$ cat config.mk
export PLATFORM = sky130hd
export DESIGN_NAME = wb_arbiter_nx1_flat
export DESIGN_NICKNAME = d
export VERILOG_FILES = /design/src/rtl/wb_arbiter_nx1_if.sv /design/src/rtl/wb_arbiter_nx1.sv /design/src/flat_wrapper.sv
export SDC_FILE = /design/constraint.sdc
export NUM_CORES = 1
export LEC_CHECK = 0
export BUFFER_PORTS_ARGS = -buffer_cell sky130_fd_sc_hd__buf_2
export CAP_MARGIN = 20
export CORE_AREA = 2 2 131 133
export DETAILED_ROUTE_END_ITERATION = 8
export DIE_AREA = 0 0 133 135
export PLACE_DENSITY = 0.39
export SLEW_MARGIN = 20
export SYNTH_ARGS = -nofsm -noshare
export SYNTH_HDL_FRONTEND = slang
export SYNTH_SLANG_ARGS = --single-unit
export TNS_END_PERCENT = 30
$ cat constraint.sdc
create_clock -name clk -period 1.7 [get_ports clk]
set_input_delay 0.085 -clock clk [delete_from_list [all_inputs] [get_ports clk]]
set_output_delay 0.085 -clock clk [all_outputs]
set_load 0.01 [all_outputs]
$ cat src/rtl/wb_arbiter_nx1_if.sv
// Bundled Wishbone signals between N masters, the arbiter and one shared slave.
// The slave modport is the arbiter's view; the master modport is the surrounding environment.
`timescale 1ns/1ps

interface wb_arbiter_nx1_if #(
    parameter int AW = 32,
    parameter int DW = 32,
    parameter int N  = 2
);
    logic [N*AW-1:0]     m_adr;
    logic [N*DW-1:0]     m_dat_w;
    logic [N*(DW/8)-1:0] m_sel;
    logic [N*3-1:0]      m_cti;
    logic [N*2-1:0]      m_bte;
    logic [N-1:0]        m_cyc;
    logic [N-1:0]        m_stb;
    logic [N-1:0]        m_we;
    logic [N*DW-1:0]     m_dat_r;
    logic [N-1:0]        m_ack;
    logic [N-1:0]        m_err;

    logic [AW-1:0]       s_adr;
    logic [DW-1:0]       s_dat_w;
    logic [DW/8-1:0]     s_sel;
    logic [2:0]          s_cti;
    logic [1:0]          s_bte;
    logic                s_cyc;
    logic                s_stb;
    logic                s_we;
    logic [DW-1:0]       s_dat_r;
    logic                s_ack;
    logic                s_err;

    modport slave (
        input  m_adr, m_dat_w, m_sel, m_cti, m_bte, m_cyc, m_stb, m_we,
        input  s_dat_r, s_ack, s_err,
        output m_dat_r, m_ack, m_err,
        output s_adr, s_dat_w, s_sel, s_cti, s_bte, s_cyc, s_stb, s_we
    );

    modport master (
        output m_adr, m_dat_w, m_sel, m_cti, m_bte, m_cyc, m_stb, m_we,
        output s_dat_r, s_ack, s_err,
        input  m_dat_r, m_ack, m_err,
        input  s_adr, s_dat_w, s_sel, s_cti, s_bte, s_cyc, s_stb, s_we
    );
endinterface

$ cat src/rtl/wb_arbiter_nx1.sv
// Round-robin N:1 Wishbone arbiter; grant is locked for the whole CYC.
// Optional bus watchdog enabled by defining WB_ARB_TIMEOUT_EN.
//
// state | meaning
// IDLE  | no grant, slave outputs held at 0, arbitrating on m_cyc
// BUSY  | granted master muxed straight through to the slave
// ABORT | watchdog fired: one-cycle m_err to the granted master, slave cycle dropped
// DRAIN | slave cycle dropped, waiting for the granted master to release CYC
`timescale 1ns/1ps

module wb_arbiter_nx1 #(
    parameter int WB_ADDR_WIDTH  = 32,
    parameter int WB_DATA_WIDTH  = 32,
    parameter int N_MASTERS      = 2,
    parameter int TIMEOUT_CYCLES = 256
) (
    input  logic                 clk,
    input  logic                 rstn,
    wb_arbiter_nx1_if.slave      bus,
    output logic [N_MASTERS-1:0] gnt
);
    localparam int AW = WB_ADDR_WIDTH;
    localparam int DW = WB_DATA_WIDTH;
    localparam int SW = WB_DATA_WIDTH / 8;
    localparam int LW = $clog2(N_MASTERS);

    localparam logic [1:0] ST_IDLE  = 2'd0;
    localparam logic [1:0] ST_BUSY  = 2'd1;
`ifdef WB_ARB_TIMEOUT_EN
    localparam logic [1:0] ST_ABORT = 2'd2;
    localparam logic [1:0] ST_DRAIN = 2'd3;
`endif

    if (N_MASTERS < 2 || N_MASTERS > 8) begin : g_bad_n
        $error("wb_arbiter_nx1: N_MASTERS must be 2..8");
    end
    if (WB_DATA_WIDTH % 8 != 0) begin : g_bad_dw
        $error("wb_arbiter_nx1: WB_DATA_WIDTH must be a multiple of 8");
    end
    if (TIMEOUT_CYCLES < 2 || TIMEOUT_CYCLES > 65536) begin : g_bad_to
        $error("wb_arbiter_nx1: TIMEOUT_CYCLES must be 2..65536");
    end

    logic [1:0]    state;
    // Index of the most recent grant; doubles as the mux select while a grant is held.
    logic [LW-1:0] last;

    logic          nxt_found;
    logic [LW-1:0] nxt_idx;
    logic [LW-1:0] cand;

    logic [AW-1:0]        s_adr_c;
    logic [DW-1:0]        s_dat_w_c;
    logic [SW-1:0]        s_sel_c;
    logic [2:0]           s_cti_c;
    logic [1:0]           s_bte_c;
    logic                 s_cyc_c;
    logic                 s_stb_c;
    logic                 s_we_c;
    logic [N_MASTERS*DW-1:0] m_dat_r_c;
    logic [N_MASTERS-1:0]    m_ack_c;
    logic [N_MASTERS-1:0]    m_err_c;

    logic          wd_fire;

    // Search starts one past the last winner and wraps, giving round-robin order.
    always_comb begin
        nxt_found = 1'b0;
        nxt_idx   = last;
        cand      = '0;
        for (int k = 1; k <= N_MASTERS; k++) begin
            cand = LW'((int'(last) + k) % N_MASTERS);
            if (!nxt_found && bus.m_cyc[cand]) begin
                nxt_found = 1'b1;
                nxt_idx   = cand;
            end
        end
    end

    always_comb begin
        s_adr_c   = '0;
        s_dat_w_c = '0;
        s_sel_c   = '0;
        s_cti_c   = '0;
        s_bte_c   = '0;
        s_cyc_c   = 1'b0;
        s_stb_c   = 1'b0;
        s_we_c    = 1'b0;
        m_dat_r_c = '0;
        m_ack_c   = '0;
        m_err_c   = '0;
        if (state == ST_BUSY) begin
            s_adr_c              = bus.m_adr[last*AW +: AW];
            s_dat_w_c            = bus.m_dat_w[last*DW +: DW];
            s_sel_c              = bus.m_sel[last*SW +: SW];
            s_cti_c              = bus.m_cti[last*3 +: 3];
            s_bte_c              = bus.m_bte[last*2 +: 2];
            s_cyc_c              = bus.m_cyc[last];
            s_stb_c              = bus.m_stb[last];
            s_we_c               = bus.m_we[last];
            m_dat_r_c[last*DW +: DW] = bus.s_dat_r;
            m_ack_c[last]        = bus.s_ack;
            m_err_c[last]        = bus.s_err;
        end
`ifdef WB_ARB_TIMEOUT_EN
        else if (state == ST_ABORT) begin
            m_err_c[last] = 1'b1;
        end
`endif
    end

    assign bus.s_adr   = s_adr_c;
    assign bus.s_dat_w = s_dat_w_c;
    assign bus.s_sel   = s_sel_c;
    assign bus.s_cti   = s_cti_c;
    assign bus.s_bte   = s_bte_c;
    assign bus.s_cyc   = s_cyc_c;
    assign bus.s_stb   = s_stb_c;
    assign bus.s_we    = s_we_c;
    assign bus.m_dat_r = m_dat_r_c;
    assign bus.m_ack   = m_ack_c;
    assign bus.m_err   = m_err_c;

`ifdef WB_ARB_TIMEOUT_EN
    logic [15:0] wd_cnt;
    logic        wd_stall;

    // A stall is a live strobe from the granted master that the slave has not terminated.
    assign wd_stall = (state == ST_BUSY) && s_cyc_c && s_stb_c && !bus.s_ack && !bus.s_err;
    assign wd_fire  = wd_stall && (wd_cnt == 16'(TIMEOUT_CYCLES - 1));

    always_ff @(posedge clk or negedge rstn) begin
        if (!rstn) begin
            wd_cnt <= '0;
        end else if (wd_stall && !wd_fire) begin
            wd_cnt <= wd_cnt + 16'd1;
        end else begin
            wd_cnt <= '0;
        end
    end
`else
    assign wd_fire = 1'b0;
`endif

    always_ff @(posedge clk or negedge rstn) begin
        if (!rstn) begin
            state <= ST_IDLE;
            gnt   <= '0;
            last  <= LW'(N_MASTERS - 1);
        end else begin
            case (state)
                ST_IDLE: begin
                    if (nxt_found) begin
                        state <= ST_BUSY;
                        gnt   <= N_MASTERS'(1) << nxt_idx;
                        last  <= nxt_idx;
                    end
                end
                ST_BUSY: begin
                    if (!bus.m_cyc[last]) begin
                        state <= ST_IDLE;
                        gnt   <= '0;
                    end
`ifdef WB_ARB_TIMEOUT_EN
                    else if (wd_fire) begin
                        state <= ST_ABORT;
                    end
`endif
                end
`ifdef WB_ARB_TIMEOUT_EN
                ST_ABORT: begin
                    state <= ST_DRAIN;
                end
                ST_DRAIN: begin
                    if (!bus.m_cyc[last]) begin
                        state <= ST_IDLE;
                        gnt   <= '0;
                    end
                end
`endif
                default: begin
                    state <= ST_IDLE;
                    gnt   <= '0;
                end
            endcase
        end
    end

`ifndef WB_ARB_TIMEOUT_EN
    logic unused_wd;
    assign unused_wd = wd_fire;
`endif

endmodule

$ cat src/flat_wrapper.sv
// flat-port wrapper written by rule: the top's interface ports become plain ports
module wb_arbiter_nx1_flat 
#(
    parameter int WB_ADDR_WIDTH  = 32,
    parameter int WB_DATA_WIDTH  = 32,
    parameter int N_MASTERS      = 2,
    parameter int TIMEOUT_CYCLES = 256
)
  (clk, rstn, gnt, bus_m_adr, bus_m_dat_w, bus_m_sel, bus_m_cti, bus_m_bte, bus_m_cyc, bus_m_stb, bus_m_we, bus_s_dat_r, bus_s_ack, bus_s_err, bus_m_dat_r, bus_m_ack, bus_m_err, bus_s_adr, bus_s_dat_w, bus_s_sel, bus_s_cti, bus_s_bte, bus_s_cyc, bus_s_stb, bus_s_we);
  wb_arbiter_nx1_if #(.AW((32)), .DW((32)), .N((2))) bus_i ();
  input  logic clk;
  input  logic rstn;
  output logic [N_MASTERS-1:0] gnt;
  input wire logic [$bits(bus_i.m_adr)-1:0] bus_m_adr;
  input wire logic [$bits(bus_i.m_dat_w)-1:0] bus_m_dat_w;
  input wire logic [$bits(bus_i.m_sel)-1:0] bus_m_sel;
  input wire logic [$bits(bus_i.m_cti)-1:0] bus_m_cti;
  input wire logic [$bits(bus_i.m_bte)-1:0] bus_m_bte;
  input wire logic [$bits(bus_i.m_cyc)-1:0] bus_m_cyc;
  input wire logic [$bits(bus_i.m_stb)-1:0] bus_m_stb;
  input wire logic [$bits(bus_i.m_we)-1:0] bus_m_we;
  input wire logic [$bits(bus_i.s_dat_r)-1:0] bus_s_dat_r;
  input wire logic [$bits(bus_i.s_ack)-1:0] bus_s_ack;
  input wire logic [$bits(bus_i.s_err)-1:0] bus_s_err;
  output wire logic [$bits(bus_i.m_dat_r)-1:0] bus_m_dat_r;
  output wire logic [$bits(bus_i.m_ack)-1:0] bus_m_ack;
  output wire logic [$bits(bus_i.m_err)-1:0] bus_m_err;
  output wire logic [$bits(bus_i.s_adr)-1:0] bus_s_adr;
  output wire logic [$bits(bus_i.s_dat_w)-1:0] bus_s_dat_w;
  output wire logic [$bits(bus_i.s_sel)-1:0] bus_s_sel;
  output wire logic [$bits(bus_i.s_cti)-1:0] bus_s_cti;
  output wire logic [$bits(bus_i.s_bte)-1:0] bus_s_bte;
  output wire logic [$bits(bus_i.s_cyc)-1:0] bus_s_cyc;
  output wire logic [$bits(bus_i.s_stb)-1:0] bus_s_stb;
  output wire logic [$bits(bus_i.s_we)-1:0] bus_s_we;
  assign bus_i.m_adr = bus_m_adr;
  assign bus_i.m_dat_w = bus_m_dat_w;
  assign bus_i.m_sel = bus_m_sel;
  assign bus_i.m_cti = bus_m_cti;
  assign bus_i.m_bte = bus_m_bte;
  assign bus_i.m_cyc = bus_m_cyc;
  assign bus_i.m_stb = bus_m_stb;
  assign bus_i.m_we = bus_m_we;
  assign bus_i.s_dat_r = bus_s_dat_r;
  assign bus_i.s_ack = bus_s_ack;
  assign bus_i.s_err = bus_s_err;
  assign bus_m_dat_r = bus_i.m_dat_r;
  assign bus_m_ack = bus_i.m_ack;
  assign bus_m_err = bus_i.m_err;
  assign bus_s_adr = bus_i.s_adr;
  assign bus_s_dat_w = bus_i.s_dat_w;
  assign bus_s_sel = bus_i.s_sel;
  assign bus_s_cti = bus_i.s_cti;
  assign bus_s_bte = bus_i.s_bte;
  assign bus_s_cyc = bus_i.s_cyc;
  assign bus_s_stb = bus_i.s_stb;
  assign bus_s_we = bus_i.s_we;
  wb_arbiter_nx1 #(.WB_ADDR_WIDTH(WB_ADDR_WIDTH), .WB_DATA_WIDTH(WB_DATA_WIDTH), .N_MASTERS(N_MASTERS), .TIMEOUT_CYCLES(TIMEOUT_CYCLES)) u_core (.clk(clk), .rstn(rstn), .bus(bus_i), .gnt(gnt));
endmodule
==> results by group <==
Detailed routing
  • DRT Pass-1 Iters: 4
  • DRC viols: 0
  • Mean routed wirelength per cell: 13.4 um
  • Initial DRC count: 71
  • Post-Route WL: 10,900 um
  • Routed Antenna Nets: 0
  • Vias per std cell: 3.80
  • Via total after detailed routing: 3,105

STA
  • Crit path time final: 1.75 ns
  • Fmax: 573 MHz
  • RSZ-0062 raised after global routing: true
  • Tcrit/Tclk final: 1.03
  • Setup TNS: -0.0969 ns
  • Setup Skew: 0.00105 ns
  • Slew of the pin with the lowest slew margin: 0.291 ns
  • Endpoints failing setup: 9
  • Hold Fails Final Rpt: 0
  • Slew HR: 0.803
  • Setup ws final: -0.0464 ns
  • Fin. max-slew vios: 0

Global routing
  • First-pass GRT wire length: 14,700 um
  • Vias in the first global route: 2,905
  • Total track usage: 0.0987
  • Overflow after GRT: 0
  • Largest net degree at the start of global routing: 82
  • Initial antenna violation count: 0

Power and ir drop
  • Total power: 5.24 mW
  • PwrDens: 1220 mW/mm2
  • Worst vdd ir: 532 uV
  • Static leakage: 2.64 nW

Synthesis
  • Post-synth EDFFs: 0
  • Seq/Total Area, Yosys: 0.0494
  • Ys async rst share: 1.00
  • Avg Inst Size Synth: 7.54 um2
  • Synth Net Count: 460
  • Synth warn: 0
  • Post-synthesis register bit count: 4
  • Post-synth cell types: 25
  • Prevailing post-synth register cell: dfrtp_1
  • Area of the mapped netlist: 0.00205 mm2
  • Syn Inst Count: 272

Final layout
  • Layout cell share with drive strength beyond 1: 0.610
  • Final Core Density: 0.262
  • Area delta synth->final: 110%
  • Most common cell after layout, fill and taps aside: buf_2
  • Commonest cells after routing, fill and taps aside: buf_2, nor2b_1, mux2i_1
  • Nets: 787
  • Antenna Diode Count: 0
  • Final instance area: 0.00431 mm2

Clock network
  • Root Driver: clkbuf_16
  • Clk_lat worst skew: 0.23 ns
  • CTS buffer count: 3
  • Htree depth: 1
  • CTS tree: built
  • Bufs on Longest Clock Path: 2
  • Sink Count: 4
  • Clock slew at reported path FFs: 0.03 ns

Floorplanning
  • Core area: 0.0164 mm2
  • Die Width: 133 um
  • Die height: 135 um
  • DIE AREA: 0.0180 mm2
  • Cell Rows: 47
  • Initial Util: 0.125
  • Top-level I/O count: 334

Place
  • Buffers on Ports: 333
  • Placed inst area: 0.00393 mm2
  • Detailed Place HPWL: 8140 um
  • Gpl congestion: 0.808

Worst setup path
  • Element type at the critical path end: output port
  • CP Class: reg -> out
  • Cell family with most CP delay: flip-flops
  • Worst-path cell chain: buf_8 > clkbuf_16 > mux2i_1 > nor2b_1 > buf_2
  • Arrival time at the worst endpoint: 1.66 ns
  • WP data required: 1.62 ns
  • Critical path buffer and inverter count: 3
  • Max incr delay on CP: 0.68 ns
  • Crit-path slowest cell: dfstp_4
  • CP max FO: 12
  • CP startpoint kind: register

Run status
  • Failing checks: negative setup slack
  • Outcome: finished with violations

Flow run
  • Max-Cap Viols: 0

Min path
  • Hold/Removal Path Class: in -> reg
[routing by layer]
metal	global-route usage	routed length, um	up-vias
met5	0	0	-
li1	-	-	1574
met4	0.00836	24	0
met3	0.0203	830	2
met1	0.113	4290	1367
met2	0.194	5780	162
[report_power, final]
| part | leakage (nW) | total (mW) | switching, mW | internal, mW |
|---|---|---|---|---|
| registers | 0.0467 | 0.225 | 0.0716 | 0.153 |
| logic | 2.56 | 4.62 | 2.23 | 2.40 |
| clock network | 0.0382 | 0.387 | 0.0763 | 0.311 |
| total | 2.64 | 5.24 | 2.37 | 2.86 |
[synthesized netlist by cell type, types with 2 or more instances]
cell type	count	area share
buf_2	4	0.0098
o21ai_0	2	0.0049
mux2i_1	77	0.38
buf_4	7	0.026
nor2_1	2	0.0037
buf_6	2	0.011
dfrtp_1	3	0.037
clkbuf_1	14	0.026
nor2b_1	77	0.23
nand2b_1	2	0.0061
and3_1	35	0.11
and2_1	34	0.10
[sequential cells by signal (all words and copies together) (netlist names)]
signal and cells:
u_core.gnt 2, u_core.last 1, u_core.state 1
[worst register-to-register path, cell delays in order, from the launching register on]
cell	delay [ns]
dfstp_4	0.68
buf_6	0.24
nand2b_1	0.15
a21oi_1	0.07
a31oi_1	0.16
[metrics by stage]
stage | hold slack, ns | setup WS, ns | cells
floorplan | -0.211 | 0.375 | 272
global placement | -0.0975 | 0.163 | 802
detailed placement | -0.0993 | 0.142 | 802
CTS | 0.203 | -0.0406 | 812
global route | 0.229 | -0.0933 | 818
finish | 0.205 | -0.0464 | 818
[cells by family (layout without fill, tap and decap cells)]
group	Yosys count	count (layout)	share of synthesized area
mux	77	77	0.376
flops	4	4	0.0494
simple gates	154	154	0.469
compound gates	7	7	0.0220
buf+inv	30	356	0.0836
[worst paths after layout]
check	endpoint	slack (ns)	cells past startpoint	start
worst max-delay path	bus_s_sel[1]	-0.05	5	u_core.last
min in group asynchronous	u_core.gnt[1]	0.23	2	rstn
worst max register to register	u_core.state[0]	0.30	4	u_core.last
max in group asynchronous	u_core.last	1.26	2	rstn
worst min-delay path	u_core.last	0.20	3	bus_m_cyc[1]
worst min register to register	u_core.gnt[0]	0.62	2	u_core.gnt[0]
[what timing repair did]
item                                    4_1_cts  5_1_grt
pin swaps                                     1        3
endpoints found under the setup margin       93      124
cloned                                        2        6
hold endpoints to repair                      4        0
hold buffers                                  1        0
setup buffers                                 3        1
gates resized for setup                       5       16
[layout make-up]
| type | count | area, um2 |
|---|---|---|
| fill | 1805 | 12100 |
| sequential | 4 | 106 |
| tap | 220 | 275 |
| clock buffer | 4 | 78.8 |
| multi-input combinational | 238 | 1810 |
| timing repair buffer | 351 | 2030 |
| inverter | 1 | 3.75 |
Note: power is estimated with default switching activity, not from simulation.
